File: config.mk
export PLATFORM = sky130hd
export DESIGN_NAME = reg_file_master
export DESIGN_NICKNAME = d
export VERILOG_FILES = /design/src/rtl/reg_file_master.sv
export SDC_FILE = /design/constraint.sdc
export NUM_CORES = 1
export LEC_CHECK = 0
export BUFFER_PORTS_ARGS = -buffer_cell sky130_fd_sc_hd__buf_2
export CORE_MARGIN = 5
export CORE_UTILIZATION = 50
export CTS_CLUSTER_DIAMETER = 30
export DETAILED_ROUTE_END_ITERATION = 12
export PLACE_DENSITY = 0.74
export SYNTH_ARGS = -nofsm -noshare
export SYNTH_HDL_FRONTEND = slang
export SYNTH_SLANG_ARGS = --single-unit
export TNS_END_PERCENT = 1
File: constraint.sdc
create_clock -name CLK -period 2 [get_ports CLK]
set_input_delay 0.3 -clock CLK [delete_from_list [all_inputs] [get_ports CLK]]
set_output_delay 0.3 -clock CLK [all_outputs]
set_load 0.01 [all_outputs]
File: src/rtl/reg_file_master.sv
// reg_file_master: serial bus initiator for the register-file WR_EN/RD_EN/DIN/DOUT port.
// Parallel requests come in on a valid/ready port and are shifted out MSB first.
module reg_file_master #(
    parameter int ADDR_WIDTH = 8,
    parameter int DATA_WIDTH = 8
) (
    input  logic                  CLK,
    input  logic                  RST,
    input  logic                  REQ_VALID,
    output logic                  REQ_READY,
    input  logic                  REQ_WRITE,
    input  logic [ADDR_WIDTH-1:0] REQ_ADDR,
    input  logic [DATA_WIDTH-1:0] REQ_WDATA,
    output logic                  RSP_VALID,
    output logic [DATA_WIDTH-1:0] RSP_RDATA,
    output logic                  BUSY,
    output logic                  WR_EN,
    output logic                  RD_EN,
    output logic                  DIN,
    input  logic                  DOUT
);
    localparam int MAX_W = (ADDR_WIDTH > DATA_WIDTH) ? ADDR_WIDTH : DATA_WIDTH;
    localparam int CW    = $clog2(MAX_W + 1);

    typedef enum logic [2:0] {
        IDLE,
        STROBE,
        ADDR,
        WDATA,
        TURN,
        RDATA
    } state_t;

    state_t                  state_q;
    logic [CW-1:0]           cnt_q;
    logic [ADDR_WIDTH-1:0]   addr_q;
    logic [DATA_WIDTH-1:0]   wdata_q;
    logic [DATA_WIDTH-1:0]   rdata_q;
    logic                    write_q;
    logic                    ready_q;
    logic                    busy_q;
    logic                    wr_en_q;
    logic                    rd_en_q;
    logic                    din_q;
    logic                    rsp_valid_q;
    logic [DATA_WIDTH-1:0]   rsp_rdata_q;

    logic                    accept;
    logic                    last_bit;
    logic                    data_st;
    logic                    to_addr;
    logic [CW-1:0]           cnt_dec_d;
    logic [DATA_WIDTH-1:0]   rd_shift_d;

    assign accept     = REQ_VALID && ready_q;
    assign last_bit   = (cnt_q == '0);
    assign data_st    = (state_q == WDATA) || (state_q == RDATA);
    assign cnt_dec_d  = cnt_q - CW'(1);
    assign rd_shift_d = (rdata_q << 1) | DATA_WIDTH'(DOUT);
    // A strobe already on the bus during the last data bit means the next
    // transaction is overlapped: skip straight to its address phase.
    assign to_addr    = (state_q == STROBE) || (data_st && last_bit && (wr_en_q || rd_en_q));

    always_ff @(posedge CLK or posedge RST) begin
        if (RST) begin
            state_q     <= IDLE;
            cnt_q       <= '0;
            addr_q      <= '0;
            wdata_q     <= '0;
            rdata_q     <= '0;
            write_q     <= 1'b0;
            ready_q     <= 1'b1;
            busy_q      <= 1'b0;
            wr_en_q     <= 1'b0;
            rd_en_q     <= 1'b0;
            din_q       <= 1'b0;
            rsp_valid_q <= 1'b0;
            rsp_rdata_q <= '0;
        end else begin
            rsp_valid_q <= 1'b0;
            wr_en_q     <= 1'b0;
            rd_en_q     <= 1'b0;

            if (state_q == RDATA) begin
                rdata_q <= rd_shift_d;
                if (last_bit) begin
                    rsp_valid_q <= 1'b1;
                    rsp_rdata_q <= rd_shift_d;
                end
            end

            if (to_addr) begin
                state_q <= ADDR;
                cnt_q   <= CW'(ADDR_WIDTH - 1);
                din_q   <= addr_q[ADDR_WIDTH-1];
                addr_q  <= addr_q << 1;
            end else begin
                case (state_q)
                    IDLE: begin
                        if (accept) begin
                            state_q <= STROBE;
                            din_q   <= 1'b0;
                        end
                    end
                    ADDR: begin
                        if (!last_bit) begin
                            cnt_q  <= cnt_dec_d;
                            din_q  <= addr_q[ADDR_WIDTH-1];
                            addr_q <= addr_q << 1;
                        end else if (write_q) begin
                            state_q <= WDATA;
                            cnt_q   <= CW'(DATA_WIDTH - 1);
                            din_q   <= wdata_q[DATA_WIDTH-1];
                            wdata_q <= wdata_q << 1;
                            ready_q <= (DATA_WIDTH == 2);
                        end else begin
                            state_q <= TURN;
                            din_q   <= 1'b0;
                        end
                    end
                    TURN: begin
                        state_q <= RDATA;
                        cnt_q   <= CW'(DATA_WIDTH - 1);
                        din_q   <= 1'b0;
                        ready_q <= (DATA_WIDTH == 2);
                    end
                    WDATA, RDATA: begin
                        if (!last_bit) begin
                            cnt_q   <= cnt_dec_d;
                            ready_q <= (cnt_q == CW'(2));
                            if (state_q == WDATA) begin
                                din_q   <= wdata_q[DATA_WIDTH-1];
                                wdata_q <= wdata_q << 1;
                            end else begin
                                din_q   <= 1'b0;
                            end
                        end else begin
                            state_q <= IDLE;
                            busy_q  <= 1'b0;
                            ready_q <= 1'b1;
                            din_q   <= 1'b0;
                        end
                    end
                    default: state_q <= IDLE;
                endcase
            end

            // Placed last so a newly accepted request overrides the shift updates.
            if (accept) begin
                addr_q  <= REQ_ADDR;
                wdata_q <= REQ_WDATA;
                write_q <= REQ_WRITE;
                wr_en_q <= REQ_WRITE;
                rd_en_q <= !REQ_WRITE;
                ready_q <= 1'b0;
                busy_q  <= 1'b1;
            end
        end
    end

    assign REQ_READY = ready_q;
    assign BUSY      = busy_q;
    assign WR_EN     = wr_en_q;
    assign RD_EN     = rd_en_q;
    assign DIN       = din_q;
    assign RSP_VALID = rsp_valid_q;
    assign RSP_RDATA = rsp_rdata_q;

endmodule

# ---- After elaboration in Yosys (flattened, before gate mapping)
# Cells that the tools add are included.
dict set report word_totals {
  out_inout_bits 14
  inputBits 21
  word_cells 100
  reg_bits 45
}
dict set report op_classes {
  n_addsub 1
  n_mux 43
  reduce_logical 25
  n_bitwise 1
  eq_ne 17
}
# cell n
set op_table {}
lappend op_table {{two-way mux 8 bit} 10}
lappend op_table {{!= test 3 bit (second input constant)} 8}
lappend op_table {{two-way mux 1 bit} 19}
lappend op_table {{two-way mux 4 bit} 4}
lappend op_table {{one-hot mux 8 bit (2 select lines)} 1}
lappend op_table {{two-way mux 3 bit} 5}
lappend op_table {{one-hot mux 3 bit (4 select lines)} 1}
lappend op_table {{one-hot mux 4 bit (3 select lines)} 1}
lappend op_table {{AND reduction 3 bit} 3}
lappend op_table {{OR 8 x 1 -> 8 bit} 1}
lappend op_table {{nonzero test 4 bit} 2}
lappend op_table {{== test 3 x 2 -> 1 bit (second input constant)} 2}
lappend op_table {{== test 3 bit (second input constant)} 2}
lappend op_table {{AND reduction 2 bit} 3}
lappend op_table {{AND reduction 6 bit} 1}
lappend op_table {{nonzero test 3 bit} 2}
lappend op_table {{nonzero test 5 bit} 1}
lappend op_table {{== test 4 x 2 -> 1 bit (second input constant)} 1}
lappend op_table {{zero test 4 bit} 1}
lappend op_table {{!= test 4 bit (second input constant)} 1}
lappend op_table {{one-hot mux 1 bit (4 select lines)} 1}
lappend op_table {{AND reduction 4 bit} 1}
lappend op_table {{nonzero test 2 bit} 2}
lappend op_table {{subtractor 4 x 1 -> 4 bit (second input constant)} 1}
lappend op_table {{9 further kinds} 13}

# ---- Longest topological paths before layout
dict set report depth {
  depth_word 7
  mapped_depth 7
  mapped_depth_nobuf 6
}

# ---- Least setup slack after synthesis
# OpenSTA, ideal clock, no wires.
dict set report synth_timing {
  path_type {flip-flop to flip-flop}
  start {reg cnt_q[0]}
  end {reg addr_q[1]}
  n_path_buf 1
  setup_slack_ns -0.085
  setup_ns 0.142
  stages_incl_launch_ff 8
  t_arrival_ns 1.944
  cell_sequence {dfrtp_1 -> inv_1 -> ha_1 -> or3b_4 -> o31ai_2 -> or3_1 -> buf_4 -> o211ai_1}
}
dict set report synth_via {
  elab_chain_len 6
  elab_cells_between_ends 9
  classes_between {eq/ne: 1; mux: 2; reduce/logical: 6}
}
# item line_no
set synth_rtl {}
lappend synth_rtl {{start, declared} 35} ;# logic [CW-1:0] cnt_q;
lappend synth_rtl {{start signal, assigned} 94} ;# cnt_q <= CW'(ADDR_WIDTH - 1);
lappend synth_rtl {{start signal, assigned} 107} ;# cnt_q <= cnt_dec_d;
lappend synth_rtl {{start signal, assigned} 112} ;# cnt_q <= CW'(DATA_WIDTH - 1);
lappend synth_rtl {{zero test 4 bit (*)} 56} ;# assign last_bit = (cnt_q == '0);
lappend synth_rtl {{logical AND 1 bit (2 in series)} 62} ;# assign to_addr = (state_q == STROBE) || (data_st && last_bit && (wr_en_q || rd_en_q));
lappend synth_rtl {{logical OR 1 bit} 62}
lappend synth_rtl {{!= test 3 x 2 -> 1 bit (no source line), or another cell as far along} n/a}
lappend synth_rtl {{AND reduction 2 bit (no source line) / two-way mux 8 bit (equally long branches)} n/a}
lappend synth_rtl {{end signal, assigned} 96} ;# addr_q <= addr_q << 1;
lappend synth_rtl {{end signal, assigned} 109} ;# addr_q <= addr_q << 1;
lappend synth_rtl {{end, declared} 36} ;# logic [ADDR_WIDTH-1:0] addr_q;
# Mark *: on every way between the ends. The rest lies on a longest branch, timed or not.
# A chain may end at the register's enable or synchronous reset.

# ---- Worst setup path in the final report
dict set report layout_timing {
  start {reg cnt_q[0]}
  end {reg ready_q (netlist: REQ_READY)}
}
dict set report layout_via {
  elab_chain_len 6
  elab_cells_between_ends 12
  classes_between {eq/ne: 3; mux: 4; reduce/logical: 5}
}
# item line_no
set layout_rtl {}
lappend layout_rtl {{branches (longest 6 deep; another with == test 4 x 2 -> 1 bit)} n/a}
lappend layout_rtl {{end signal, assigned} 115} ;# ready_q <= (DATA_WIDTH == 2);
lappend layout_rtl {{end signal, assigned} 125} ;# ready_q <= (DATA_WIDTH == 2);
lappend layout_rtl {{end signal, assigned} 130} ;# ready_q <= (cnt_q == CW'(2));
lappend layout_rtl {{end, declared} 40} ;# logic ready_q;
# Parallel ways; which one is timed is not known. The select of a mux whose other input is x is not followed.

==> summary.txt <==
Critical path
  – Worst endpoint required time: ~2200 ps
  – Critical path type: reg2reg
  – Slowest cell on crit path: dfrtp_1
  – R2R Setup Slk: 70 ps
  – R2R cell count: 8
  – R2r startpoint: cnt_q[0]
  – Crit path capture type: register
  – Arrival @ worst endpoint: between 2000 and 2500 ps
  – Max FO, Critical Path: 7
  – Top cell by count, worst path: buf_4
  – Worst Setup Start Kind: register
  – Crit path largest cell delay: about 400 ps
  – Critical path cell sequence: inv_1 > ha_1 > buf_4 > nor3b_4 > buf_4 > nand3b_1 > a311oi_2 > mux2i_1
  – Reg-to-reg endpoint: REQ_READY

STA
  – Min cycle time layout: 1926 ps
  – Slew margin rel.: 0.6151
  – Max-slew violations: 0
  – Fin. Hold Viols: 0
  – Worst setup margin: 73.59 ps
  – Max Freq: 0.5191 GHz
  – Final setup viols: 0
  – Least-Margin Pin Slew: ~570 ps
  – Final Hold Slack: 109.4 ps
  – Period utilization: 0.9632
  – Setup Skew: between 6 and 7 ps
  – RSZ-0062 raised after global routing: true

Global route
  – First-pass GRT wire length: 8424 um
  – Largest net degree at the start of global routing: 46
  – Antenna violations before repair: 0
  – Number of global-route vias before repair: 1773
  – Total congestion overflow: 0
  – All-Layer GR Usage: 0.1734

Route
  – WL/cell: approximately 15 um
  – Initial DRC Count: 193
  – Drt pass-1 iters: 4
  – Via count: 1825
  – Drt total wl: 4798 um
  – Vias/cell: 5.703
  – DRC Markers: 0
  – Antenna Nets Post-Route: 0

Yosys
  – Async set-or-reset flop fraction in the synthesized netlist: 1.000
  – Synth top area share: 0.4830
  – Synth Cell Area: 0.002280 sq mm
  – Synth Area in XOR/XNOR: 0
  – Ys flop type: dfrtp_1
  – Post-synthesis mux area share: 0.1235
  – Area contributors post-synth: dfrtp_1, mux2_2, nand2_1
  – Syn Inst Count: 218
  – Synth Area in Compound Gates: 0.1751
  – Register area share after synthesis: 0.4945
  – Number of flops mapped to enable cells by yosys: 0
  – Cell type with the largest total area after synthesis: dfrtp_1
  – Largest family of logic cells by synthesized area: compound AO/OA/AOI/OAI gates
  – Yosys warns: 0
  – Simple-Gate Fraction of Synth Area: 0.1597
  – Yosys reg bits: 45
  – Post-synth cell types: between 50 and 60
  – Post-Synth Adder-Cell Area: 0.01098
  – Syn_area_per_cell: 10.46 sq um
  – Syn_nets: 241

Pwr
  – Switching Fraction: 0.2364
  – Leakage dissipation: between 1 and 1.5 nW
  – Clock power share: 0.385
  – NetSw: 0.0003643 W
  – Reg power frac: 0.590
  – Pwr dens: 560.5 mW/mm^2
  – Comb pwr share: 0.025
  – Total Power: 0.001541 W
  – Maximum vdd drop: around 0.38 mV
  – Power Internal: about 0.0012 W

Layout
  – P&R area growth vs syn: 20.64%
  – Final net count: 290
  – Layout cells sized above 1: 0.3396
  – Final cell count without fillers: 320
  – Layout Utilization: 0.6273
  – N_diodes: 0

Clock tree
  – Skew-Pair Late Insertion Delay: around 310 ps
  – Root Driver: clkbuf_8
  – Clock Path Buffers: 2
  – CTS tree: yes
  – Clock Pin Slew Worst Setup and Hold Paths: approximately 90 ps
  – Clk sinks: 45
  – H-Tree Depth: 2
  – Num CTS Buffers: 5

Floorplan
  – Die area: 0.006010 sq mm
  – Core area: 0.004384 sq mm
  – Initial Utilization: 0.5200
  – FP Rows: 24
  – Width of the chip: 77.53 um
  – Chip height: 77.53 um
  – IO Pins: 35

Place
  – Cells after DPL: slightly above 300
  – Gpl congestion: 0.8653
  – Dpl ws: 15.39 ps
  – Final HPWL DP: about 3400 um
  – Number of I/O port buffers: 34

Worst hold path
  – HP Class: in2async

Run
  – Max-cap violation count: 0

Run status
  – Status: finished clean
metal layers:
layer | vias to the layer above | global-route usage | part of all wire
met2 | 69 | 0.2719 | 0.48
met1 | 854 | 0.2313 | 0.43
met4 | 0 | 0.06701 | 0.019
li1 | 892 | - | -
met5 | - | 0 | 0
met3 | 10 | 0.04398 | 0.075
critical path, delay by kind of cell, from the launching register on:
| kind | cells | cell delay (ps) |
|---|---|---|
| flip-flops | 1 | 390 |
| AO/OA/AOI/OAI | 1 | 280 |
| adder cells (fa/ha/maj) | 1 | 160 |
| multiplexers | 1 | 280 |
| AND/OR/NAND/NOR | 2 | 320 |
| buffers and inverters | 3 | 400 |
worst max-delay path by stage:
stage / start / endpoint
6_report: cnt_q[0] / REQ_READY
5_1_grt: cnt_q[0] / REQ_READY
4_1_cts: cnt_q[0] / wdata_q[2]
3_5_place_dp: cnt_q[0] / wdata_q[2]
3_3_place_gp: cnt_q[0] / addr_q[2]
2_1_floorplan: cnt_q[0] / wdata_q[1]
layout by cell type, fill, tap and decap left out, types with 2 or more instances in the layout:
cell type	count
and3b_1	2
buf_2	34
a32oi_1	2
o21ai_1	7
o21ai_0	13
mux2_2	15
nor2_1	7
o211ai_1	6
nand2_1	28
nand3_1	3
o31a_1	2
buf_4	21
a21oi_1	8
nor3_1	4
o21a_1	2
nand3b_1	2
nor2b_1	2
nand2b_1	5
o311ai_1	5
inv_1	5
dfrtp_1	44
o22ai_1	2
a31oi_1	2
clkbuf_8	5
ha_1	2
a22oi_1	2
mux2i_1	9
cell families after synthesis:
kind of cell / count (synthesis)
DFF: 45
buffers and inverters: 19
muxes: 25
and+or+nand+nor: 67
adders and majority gates: 2
AOI/OAI and AO/OA: 60
power groups by stage:
stage               Combinational, W  Sequential, W  Clock (W)
detailed placement         0.0000400       0.000927          0
finish                     0.0000384       0.000909   0.000594
CTS                        0.0000401       0.000909   0.000609
global route               0.0000461       0.000909   0.000647
global placement           0.0000393       0.000927          0
floorplan                  0.0000140       0.000927          0
Yosys cell counts (all sizes together), types with 2 or more instances:
| cell type | number |
|---|---|
| o311ai | 6 |
| nor3b | 2 |
| o31a | 2 |
| a32oi | 2 |
| mux2 | 15 |
| or3b | 2 |
| a31oi | 2 |
| clkbuf | 11 |
| buf | 2 |
| inv | 6 |
| nand2b | 5 |
| nand3 | 3 |
| nand2 | 28 |
| o21ai | 20 |
| dfrtp | 44 |
| nor2 | 8 |
| o31ai | 2 |
| o22ai | 2 |
| o21a | 2 |
| nor2b | 2 |
| mux2i | 10 |
| a21oi | 8 |
| nand3b | 2 |
| ha | 2 |
| a22oi | 2 |
| and3b | 2 |
| nor3 | 5 |
| o211ai | 6 |
per-stage QoR:
| stage | area [sq um] | setup TNS (ps) |
|---|---|---|
| after floorplan | 2293 | -398.4 |
| after global placement | 2611 | 0 |
| after detailed placement | 2611 | 0 |
| after CTS | 2710 | 0 |
| after global routing | 2750 | -171.7 |
| final | 2750 | 0 |
sequential cells by signal, indices dropped and copies added, names as in the netlist, 3 cells and up:
register and cells:
RSP_RDATA 8, addr_q 8, cnt_q 4, rdata_q 7, state_q 3, wdata_q 8
final cells by class:
cell class	instances	area, sq um
clock buffer	5	68.82
clock inverter	3	25.02
fill	387	1634
inverter	6	22.52
multi-input combinational	154	1114
sequential	45	1127
tap	52	65.06
timing repair buffer	55	327.8
what timing repair did:
action,in CTS,in global routing
hold buffers,0,0
pin swaps,0,3
resized for setup,1,10
endpoints found under the setup margin,1,16
setup buffers,0,2
Note: power is estimated with default switching activity, not from simulation.
